<file path="src/rtl/instr_issue_ctrl_if.sv">
// Handshake bundle between the instruction producer and the issue controller.
// The controller uses the slave modport; the producer/bench uses master.
interface instr_issue_ctrl_if;
  logic        flush;
  logic        in_valid;
  logic [31:0] in_instr;
  logic        in_ready;
  logic [31:0] issue_instr;
  logic        issue_valid;
  logic [15:0] stall_cnt;
  logic [1:0]  state;

  modport master (
    output flush, in_valid, in_instr,
    input  in_ready, issue_instr, issue_valid, stall_cnt, state
  );

  modport slave (
    input  flush, in_valid, in_instr,
    output in_ready, issue_instr, issue_valid, stall_cnt, state
  );
endinterface

</file>
<file path="src/rtl/instr_issue_ctrl.sv">
// Instruction queue plus register scoreboard that issues one instruction per
// clock into a 4-stage datapath, inserting bubbles on read-after-write hazards.
//
// state    | meaning
// ---------+------------------------------------------------------------
// ST_EMPTY | queue empty (or flushed) at the last edge, bubble issued
// ST_ISSUE | head popped and issued (NOP issues as 32'h0 with valid=1)
// ST_STALL | head blocked by a busy source register, bubble issued
module instr_issue_ctrl #(
  parameter int FIFO_DEPTH = 4,
  parameter int HAZ_DEPTH  = 3
) (
  input logic            clk,
  input logic            rst,
  instr_issue_ctrl_if.slave bus
);
  localparam int AW = $clog2(FIFO_DEPTH);

  typedef enum logic [1:0] {
    ST_EMPTY = 2'b00,
    ST_ISSUE = 2'b01,
    ST_STALL = 2'b10
  } state_t;

  state_t        state_q;
  logic [31:0]   mem [FIFO_DEPTH];
  logic [AW-1:0] wr_ptr;
  logic [AW-1:0] rd_ptr;
  logic [AW:0]   count;
  logic          sb_v  [HAZ_DEPTH];
  logic [4:0]    sb_rd [HAZ_DEPTH];
  logic [31:0]   issue_q;
  logic          valid_q;
  logic [15:0]   stall_q;

  logic [31:0] head;
  logic        empty;
  logic        head_nop;
  logic        head_rtype;
  logic        hazard;
  logic        push;
  logic        pop;

  assign head       = mem[rd_ptr];
  assign empty      = (count == '0);
  assign head_nop   = (head == 32'h0);
  assign head_rtype = (head[31:29] == 3'b010);

  assign bus.in_ready = (count != (AW+1)'(FIFO_DEPTH)) && !bus.flush;
  assign push         = bus.in_valid && bus.in_ready;
  assign pop          = !empty && !hazard && !bus.flush;

  assign bus.issue_instr = issue_q;
  assign bus.issue_valid = valid_q;
  assign bus.stall_cnt   = stall_q;
  assign bus.state       = state_q;

  // rt only counts as a source for R-type; NOPs never read anything
  always_comb begin
    hazard = 1'b0;
    for (int i = 0; i < HAZ_DEPTH; i++) begin
      if (sb_v[i] && ((sb_rd[i] == head[20:16]) ||
                      (head_rtype && (sb_rd[i] == head[15:11])))) begin
        hazard = 1'b1;
      end
    end
    if (empty || head_nop) begin
      hazard = 1'b0;
    end
  end

  always_ff @(posedge clk) begin
    if (push) begin
      mem[wr_ptr] <= bus.in_instr;
    end
  end

  always_ff @(posedge clk or negedge rst) begin
    if (!rst) begin
      wr_ptr  <= '0;
      rd_ptr  <= '0;
      count   <= '0;
      for (int i = 0; i < HAZ_DEPTH; i++) begin
        sb_v[i]  <= 1'b0;
        sb_rd[i] <= 5'd0;
      end
      issue_q <= 32'h0;
      valid_q <= 1'b0;
      stall_q <= 16'h0;
      state_q <= ST_EMPTY;
    end else if (bus.flush) begin
      wr_ptr  <= '0;
      rd_ptr  <= '0;
      count   <= '0;
      for (int i = 0; i < HAZ_DEPTH; i++) begin
        sb_v[i] <= 1'b0;
      end
      issue_q <= 32'h0;
      valid_q <= 1'b0;
      state_q <= ST_EMPTY;
    end else begin
      if (push) wr_ptr <= wr_ptr + 1'b1;
      if (pop)  rd_ptr <= rd_ptr + 1'b1;
      case ({push, pop})
        2'b10:   count <= count + 1'b1;
        2'b01:   count <= count - 1'b1;
        default: count <= count;
      endcase

      for (int i = HAZ_DEPTH - 1; i > 0; i--) begin
        sb_v[i]  <= sb_v[i-1];
        sb_rd[i] <= sb_rd[i-1];
      end
      sb_v[0]  <= pop && !head_nop;
      sb_rd[0] <= head[25:21];

      if (empty) begin
        issue_q <= 32'h0;
        valid_q <= 1'b0;
        state_q <= ST_EMPTY;
      end else if (hazard) begin
        issue_q <= 32'h0;
        valid_q <= 1'b0;
        if (stall_q != 16'hFFFF) stall_q <= stall_q + 1'b1;
        state_q <= ST_STALL;
      end else begin
        issue_q <= head;
        valid_q <= 1'b1;
        state_q <= ST_ISSUE;
      end
    end
  end
endmodule

</file>
<file path="src/flat_wrapper.sv">
// flat-port wrapper written by rule: the top's interface ports become plain ports
module instr_issue_ctrl_flat 
#(
  parameter int FIFO_DEPTH = 4,
  parameter int HAZ_DEPTH  = 3
)
  (clk, rst, bus_flush, bus_in_valid, bus_in_instr, bus_in_ready, bus_issue_instr, bus_issue_valid, bus_stall_cnt, bus_state);
  instr_issue_ctrl_if bus_i ();
  input logic clk;
  input logic rst;
  input wire logic [$bits(bus_i.flush)-1:0] bus_flush;
  input wire logic [$bits(bus_i.in_valid)-1:0] bus_in_valid;
  input wire logic [$bits(bus_i.in_instr)-1:0] bus_in_instr;
  output wire logic [$bits(bus_i.in_ready)-1:0] bus_in_ready;
  output wire logic [$bits(bus_i.issue_instr)-1:0] bus_issue_instr;
  output wire logic [$bits(bus_i.issue_valid)-1:0] bus_issue_valid;
  output wire logic [$bits(bus_i.stall_cnt)-1:0] bus_stall_cnt;
  output wire logic [$bits(bus_i.state)-1:0] bus_state;
  assign bus_i.flush = bus_flush;
  assign bus_i.in_valid = bus_in_valid;
  assign bus_i.in_instr = bus_in_instr;
  assign bus_in_ready = bus_i.in_ready;
  assign bus_issue_instr = bus_i.issue_instr;
  assign bus_issue_valid = bus_i.issue_valid;
  assign bus_stall_cnt = bus_i.stall_cnt;
  assign bus_state = bus_i.state;
  instr_issue_ctrl #(.FIFO_DEPTH(FIFO_DEPTH), .HAZ_DEPTH(HAZ_DEPTH)) u_core (.clk(clk), .rst(rst), .bus(bus_i));
endmodule
</file>
<file path="config.mk">
export PLATFORM = sky130hd
export DESIGN_NAME = instr_issue_ctrl_flat
export DESIGN_NICKNAME = d
export VERILOG_FILES = /design/src/rtl/instr_issue_ctrl_if.sv /design/src/rtl/instr_issue_ctrl.sv /design/src/flat_wrapper.sv
export SDC_FILE = /design/constraint.sdc
export NUM_CORES = 1
export LEC_CHECK = 0
export CORE_ASPECT_RATIO = 0.75
export CORE_MARGIN = 2
export CORE_UTILIZATION = 58
export CTS_BUF_LIST = sky130_fd_sc_hd__clkbuf_8
export DETAILED_ROUTE_END_ITERATION = 8
export PLACE_DENSITY_LB_ADDON = 0.08
export SYNTH_ARGS = -nofsm -noshare
export SYNTH_HDL_FRONTEND = slang
export SYNTH_SLANG_ARGS = --single-unit
</file>
<file path="constraint.sdc">
create_clock -name clk -period 4.5 [get_ports clk]
set_clock_uncertainty 0.2 [all_clocks]
set_input_delay 0.9 -clock clk [delete_from_list [all_inputs] [get_ports clk]]
set_output_delay 0.9 -clock clk [all_outputs]
set_load 0.02 [all_outputs]
</file>
Word-level counts from Yosys, hierarchy flattened
Memories as Yosys holds them, arrays and structs flattened.
Index checks and enable logic that the tools add are counted.
{"block": "classes", "addsub": 5, "multipliers": 0, "div_mod_pow": 0, "order_cmp": 0, "eq_ne": 11, "shift": 0, "muxes": 22, "bitwise_logic": 2, "reduce_logical": 25}
{"cell": "32-bit two-way mux", "count": 3}
{"cell": "32-bit logical NOT", "count": 1}
{"cell": "5-bit == test", "count": 6}
{"cell": "16-bit by 1-bit adder with 16-bit output, second input constant", "count": 1}
{"cell": "16-bit inequality test, second input constant", "count": 1}
{"cell": "2-bit two-way mux", "count": 7}
{"cell": "1-bit logical AND", "count": 11}
{"cell": "1-bit two-way mux", "count": 9}
{"cell": "3-bit two-way mux", "count": 2}
{"cell": "3-bit case mux with 2 select lines", "count": 1}
{"cell": "2-bit by 1-bit adder with 2-bit output, second input constant", "count": 2}
{"cell": "1-bit logical NOT", "count": 4}
{"cell": "1-bit logical OR", "count": 4}
{"cell": "4-bit AND reduction", "count": 1}
{"cell": "2-bit nonzero test", "count": 2}
{"cell": "3-bit by 1-bit adder with 3-bit output, second input constant", "count": 1}
{"cell": "3-bit by 2-bit == test with 1-bit output, second input constant", "count": 1}
{"cell": "3-bit logical NOT", "count": 1}
{"cell": "3-bit inequality test, second input constant", "count": 1}
{"cell": "3-bit nonzero test", "count": 1}
{"cell": "3-bit by 1-bit subtractor with 3-bit output, second input constant", "count": 1}
{"cell": "2-bit by 1-bit == test with 1-bit output, second input constant", "count": 1}
{"cell": "2-bit == test, second input constant", "count": 1}
{"cell": "1-bit NOT", "count": 2}
{"block": "totals", "ff_bits": 76, "latchBits": 0, "mem_bits_rw": 128, "romBits": 0, "in_bits": 36, "out_inout_bits": 52, "n_memories": 1}
{"memory": "u_core.mem", "words": 4, "width": 32, "rd": 1, "rd_ports_with_merged_regs": 0, "wr": 1, "line": "instr_issue_ctrl.sv:26", "rtl": "logic [31:0] mem [FIFO_DEPTH];"}

Logic depth before layout (Yosys ltp)
An unclocked memory read counts as a cell.
{"block": "logic_depth", "ltp_word": 15, "ltp_mapped": 15}

Worst setup path after synthesis
OpenSTA, ideal clock, no wires.
{"block": "synth_path", "kind": "reg2reg", "startpoint": "register u_core.rd_ptr[0]", "endpoint": "register u_core.count[1]", "setup_ps": 142, "t_arrival_ps": 3209, "required_ps": 4158, "path_slack_ps": 949, "stages_incl_launch_ff": 15, "n_path_buf": 4, "path_cell_list": "dfrtp_1 -> buf_6 -> buf_6 -> buf_6 -> mux4_2 -> nor4_1 -> nand4_1 -> or2_1 -> a2bb2oi_2 -> buf_2 -> nor2_1 -> fa_1 -> and2_1 -> mux2i_1 -> a221oi_1"}
{"block": "synth_between", "elab_chain_len": 15, "word_cells_on_any_way": 31}
{"item": "start: declaration", "line": "instr_issue_ctrl.sv:28", "rtl": "logic [AW-1:0] rd_ptr;"}
{"item": "start signal: assignment", "line": "instr_issue_ctrl.sv:103", "rtl": "if (pop) rd_ptr <= rd_ptr + 1'b1;"}
{"item": "memory 4 x 32 bit (*)"}
{"item": "5-bit == test or 3-bit by 2-bit == test with 1-bit output (tied branches)", "line": "instr_issue_ctrl.sv:63, instr_issue_ctrl.sv:47"}
{"item": "1-bit logical AND", "line": "instr_issue_ctrl.sv:63", "rtl": "(head_rtype && (sb_rd[i] == head[15:11])))) begin"}
{"item": "1-bit logical OR", "line": "instr_issue_ctrl.sv:62", "rtl": "if (sb_v[i] && ((sb_rd[i] == head[20:16]) ||"}
{"item": "1-bit logical AND", "line": "instr_issue_ctrl.sv:62"}
{"item": "1-bit two-way mux (3 in series)", "line": "instr_issue_ctrl.sv:62"}
{"item": "1-bit two-way mux (*)", "line": "instr_issue_ctrl.sv:67", "rtl": "if (empty || head_nop) begin"}
{"item": "1-bit logical NOT (*)", "line": "instr_issue_ctrl.sv:51", "rtl": "assign pop = !empty && !hazard && !bus.flush;"}
{"item": "1-bit logical AND (*) (2 in series)", "line": "instr_issue_ctrl.sv:51"}
{"item": "2-bit by 1-bit == test with 1-bit output or 2-bit == test (tied branches)", "line": "instr_issue_ctrl.sv:104", "rtl": "case ({push, pop})"}
{"item": "3-bit case mux with 2 select lines", "line": "instr_issue_ctrl.sv:104"}
{"item": "3-bit two-way mux", "line": "instr_issue_ctrl.sv:91", "rtl": "end else if (bus.flush) begin"}
{"item": "end signal: assignment", "line": "instr_issue_ctrl.sv:105", "rtl": "2'b10: count <= count + 1'b1;"}
{"item": "end signal: assignment", "line": "instr_issue_ctrl.sv:106", "rtl": "2'b01: count <= count - 1'b1;"}
{"item": "end signal: assignment", "line": "instr_issue_ctrl.sv:107", "rtl": "default: count <= count;"}
{"item": "end: declaration", "line": "instr_issue_ctrl.sv:29", "rtl": "logic [AW:0] count;"}
Mark *: on every way between the ends. The rest lies on a longest branch, timed or not.
A chain may end at the register's enable or synchronous reset.

Worst setup path in the final report
Same ends and word-level chain as after synthesis.

==> metrics.txt <==
root buf cell=clkbuf_8; clock buffer depth=3; die width=140 um; IO buf count=87; initial drt markers=274; CTS tree=built; Clk pin slew, worst setup/hold paths=0.06 ns; Leak Pwr=3.65 nW; Cell Pwr Density=553 nW/um^2; Comb pwr share=0.285; Syn Area/Cell=17.1 sq um; FF+latch count, synth=203; row count=37; Die Y-Extent=106 um; full die area=14,900 sq um; arrival time at the worst endpoint=4.48 ns; Sw Share=0.306; Area Overhead vs Synth=21.0%; Post-Syn Instances=472; Clock Sinks=203; Global Route Usage Sum=0.226; status=finished clean; period utilization=0.936; drt pass-1 iters=5; antenna violations before repair=0; WL/cell=20.7 um; Hold Buf Count CTS=0; proportion of layout cells with a drive suffix above 1=0.171; dpl ws=0.322 ns; cts repair resizes=0; Period minus WS final=4.21 ns; crit-path max FO=14; drc violations=0; DP Wirelength=10,300 um; max cap viols=0; Setup crit start kind=register; final wirelength=16,200 um; mapped cell area=8090 sq um; ANT nets after route=0; vias in the first global route=4,662; Fill cells=882; Yosys cell types=47; Antenna diodes=0; Starting Density=0.593; global placement routability congestion=0.815; multi-input logic area=2230 sq um; Seq/Total Area, Yosys=0.707; CP Data Required Time=4.76 ns; vias=4,446; sw power=1.66 mW; Tightest Pin Transition=0.974 ns; num ports=88; nets@finish=626; cell-internal power=3.75 mW; class of the worst hold path=primary input to async pin; Max Transition Viols Final=0; H-tree levels=1; final hold slack=0.278 ns; sequential share of power=0.443; commonest non-fill, non-tap cells in the layout=128 x edfxtp_1, 86 x clkdlybuf4s50_1, 74 x dfrtp_1; fmax=0.237 GHz; Avg Vias per Cell=5.68; setup_tns=0 ns; Setup CP Type=register to register; RSZ-0062 raised after global routing=false; Register Area=5720 sq um; largest net degree at the start of global routing=76; core area=13,700 sq um; clk_lat worst skew=0.56 ns; GR Overflow Total=0; final worst slack=0.288 ns; most common cell after layout, fill and taps aside=edfxtp_1; first-pass GRT wire length=25,700 um; final hold vios=0; Slew HR=0.351; setup bufs post-CTS=0; Worst VDD drop=0.000419 V; Ys Warns=0; clock group share of total power=0.272; final setup violation count=0; Syn Nets=514; Crit. End Element=register; CTS Buf Count=31
-- cell type report --
class | instances | share of cell area
sequential | 203 | 0.584
clock buffer | 39 | 0.0548
inverter | 9 | 0.00345
multi-input combinational | 244 | 0.228
clock inverter | 18 | 0.00831
tap | 175 | 0.0224
timing repair buffer | 95 | 0.0987
-- metrics by stage --
step           instances  instance area (sq um)   util  total power, mW
3_5_place_dp         726                   9170  0.672             3.97
2_1_floorplan        472                   8090      -             3.44
3_3_place_gp         726                   9170  0.672             3.95
6_report             783                   9790  0.717             5.41
4_1_cts              783                   9790  0.717             5.46
5_1_grt              783                   9790  0.717             5.67
-- logic make-up (layout without fill, tap and decap cells) --
| kind of cell | Yosys count | in the layout | share of synthesized area |
|---|---|---|---|
| simple gates | 121 | 121 | 0.0822 |
| xor+xnor | 46 | 46 | 0.0498 |
| fa+ha+maj | 6 | 6 | 0.0102 |
| compound gates | 25 | 25 | 0.0254 |
| flops | 203 | 203 | 0.707 |
| mux | 46 | 46 | 0.108 |
| buf+inv | 25 | 161 | 0.0175 |
-- power by group through the flow --
stage / sequential (mW) / clock [mW] / combinational [mW]
final: 2.40 / 1.47 / 1.54
after global routing: 2.42 / 1.58 / 1.66
after CTS: 2.40 / 1.51 / 1.55
after detailed placement: 2.43 / 0 / 1.54
after global placement: 2.42 / 0 / 1.53
after floorplan: 2.48 / 0 / 0.959
-- state kept, by name (all words and copies together) (netlist names) --
register / cells
u_core.mem: 128
u_core.sb_rd: 15
u_core.count: 3
u_core.bus.stall_cnt: 16
u_core.bus.issue_instr: 32
u_core.rd_ptr: 2
u_core.bus.state: 2
u_core.wr_ptr: 2
u_core.sb_v: 3
-- synthesized netlist by cell type (all sizes together) --
master | number | share of area
inv | 9 | 0.0042
o41ai | 1 | 0.0020
nor3b | 2 | 0.0025
nand4 | 10 | 0.0077
buf | 13 | 0.012
a2111oi | 1 | 0.0019
o31ai | 1 | 0.00093
and2 | 27 | 0.021
nand3 | 11 | 0.0068
a41oi | 1 | 0.0011
nor2b | 7 | 0.0054
or2 | 1 | 0.00077
mux4 | 32 | 0.089
o21ai | 8 | 0.0049
nand2b | 1 | 0.00077
a211oi | 1 | 0.0025
ha | 5 | 0.0077
mux2i | 2 | 0.0025
and3 | 11 | 0.0085
mux2 | 12 | 0.017
a21o | 1 | 0.0011
xnor2 | 40 | 0.043
or3 | 2 | 0.0015
xor2 | 6 | 0.0065
nand2 | 21 | 0.010
a2bb2oi | 1 | 0.0019
o22ai | 2 | 0.0023
dfrtp | 75 | 0.23
and4 | 1 | 0.0011
nor2 | 13 | 0.0060
nor3 | 4 | 0.0025
a21oi | 7 | 0.0057
a221oi | 1 | 0.0011
fa | 1 | 0.0025
nor4 | 10 | 0.0077
clkbuf | 3 | 0.0014
edfxtp | 128 | 0.47
-- worst max-delay path, stage by stage, from the launching register on --
cell,delay (ns)
dfrtp_2,0.60
buf_12,0.23
mux4_2,0.59
xor2_1,0.17
nor4_1,0.32
and3_1,0.25
a211oi_4,0.08
a2bb2oi_2,0.56
nor2_1,0.16
fa_1,0.53
and2_1,0.12
mux2i_1,0.07
a221oi_1,0.24
-- routing by layer --
metal	up-vias	global-route usage	routed length, um
met5	-	0	0
met4	0	0.0505	234
met3	21	0.0428	1030
met2	158	0.359	7650
met1	2266	0.335	7270
li1	2001	-	-
-- path summary, 6_finish.rpt --
kind                                         endpoint                      from  slack [ns]  depth (start not counted)
setup reg to reg                      u_core.count[1]          u_core.rd_ptr[0]        0.29                         12
min in group clk             u_core.bus.stall_cnt[14]  u_core.bus.stall_cnt[14]        0.29                          1
max in group asynchronous            u_core.rd_ptr[0]                       rst        3.12                          1
hold / removal             u_core.bus.issue_instr[19]                       rst        0.28                          1
hold reg to reg              u_core.bus.stall_cnt[14]  u_core.bus.stall_cnt[14]        0.29                          1
setup / recovery                      u_core.count[1]          u_core.rd_ptr[0]        0.29                         12
(Power assumes the default switching activity.)
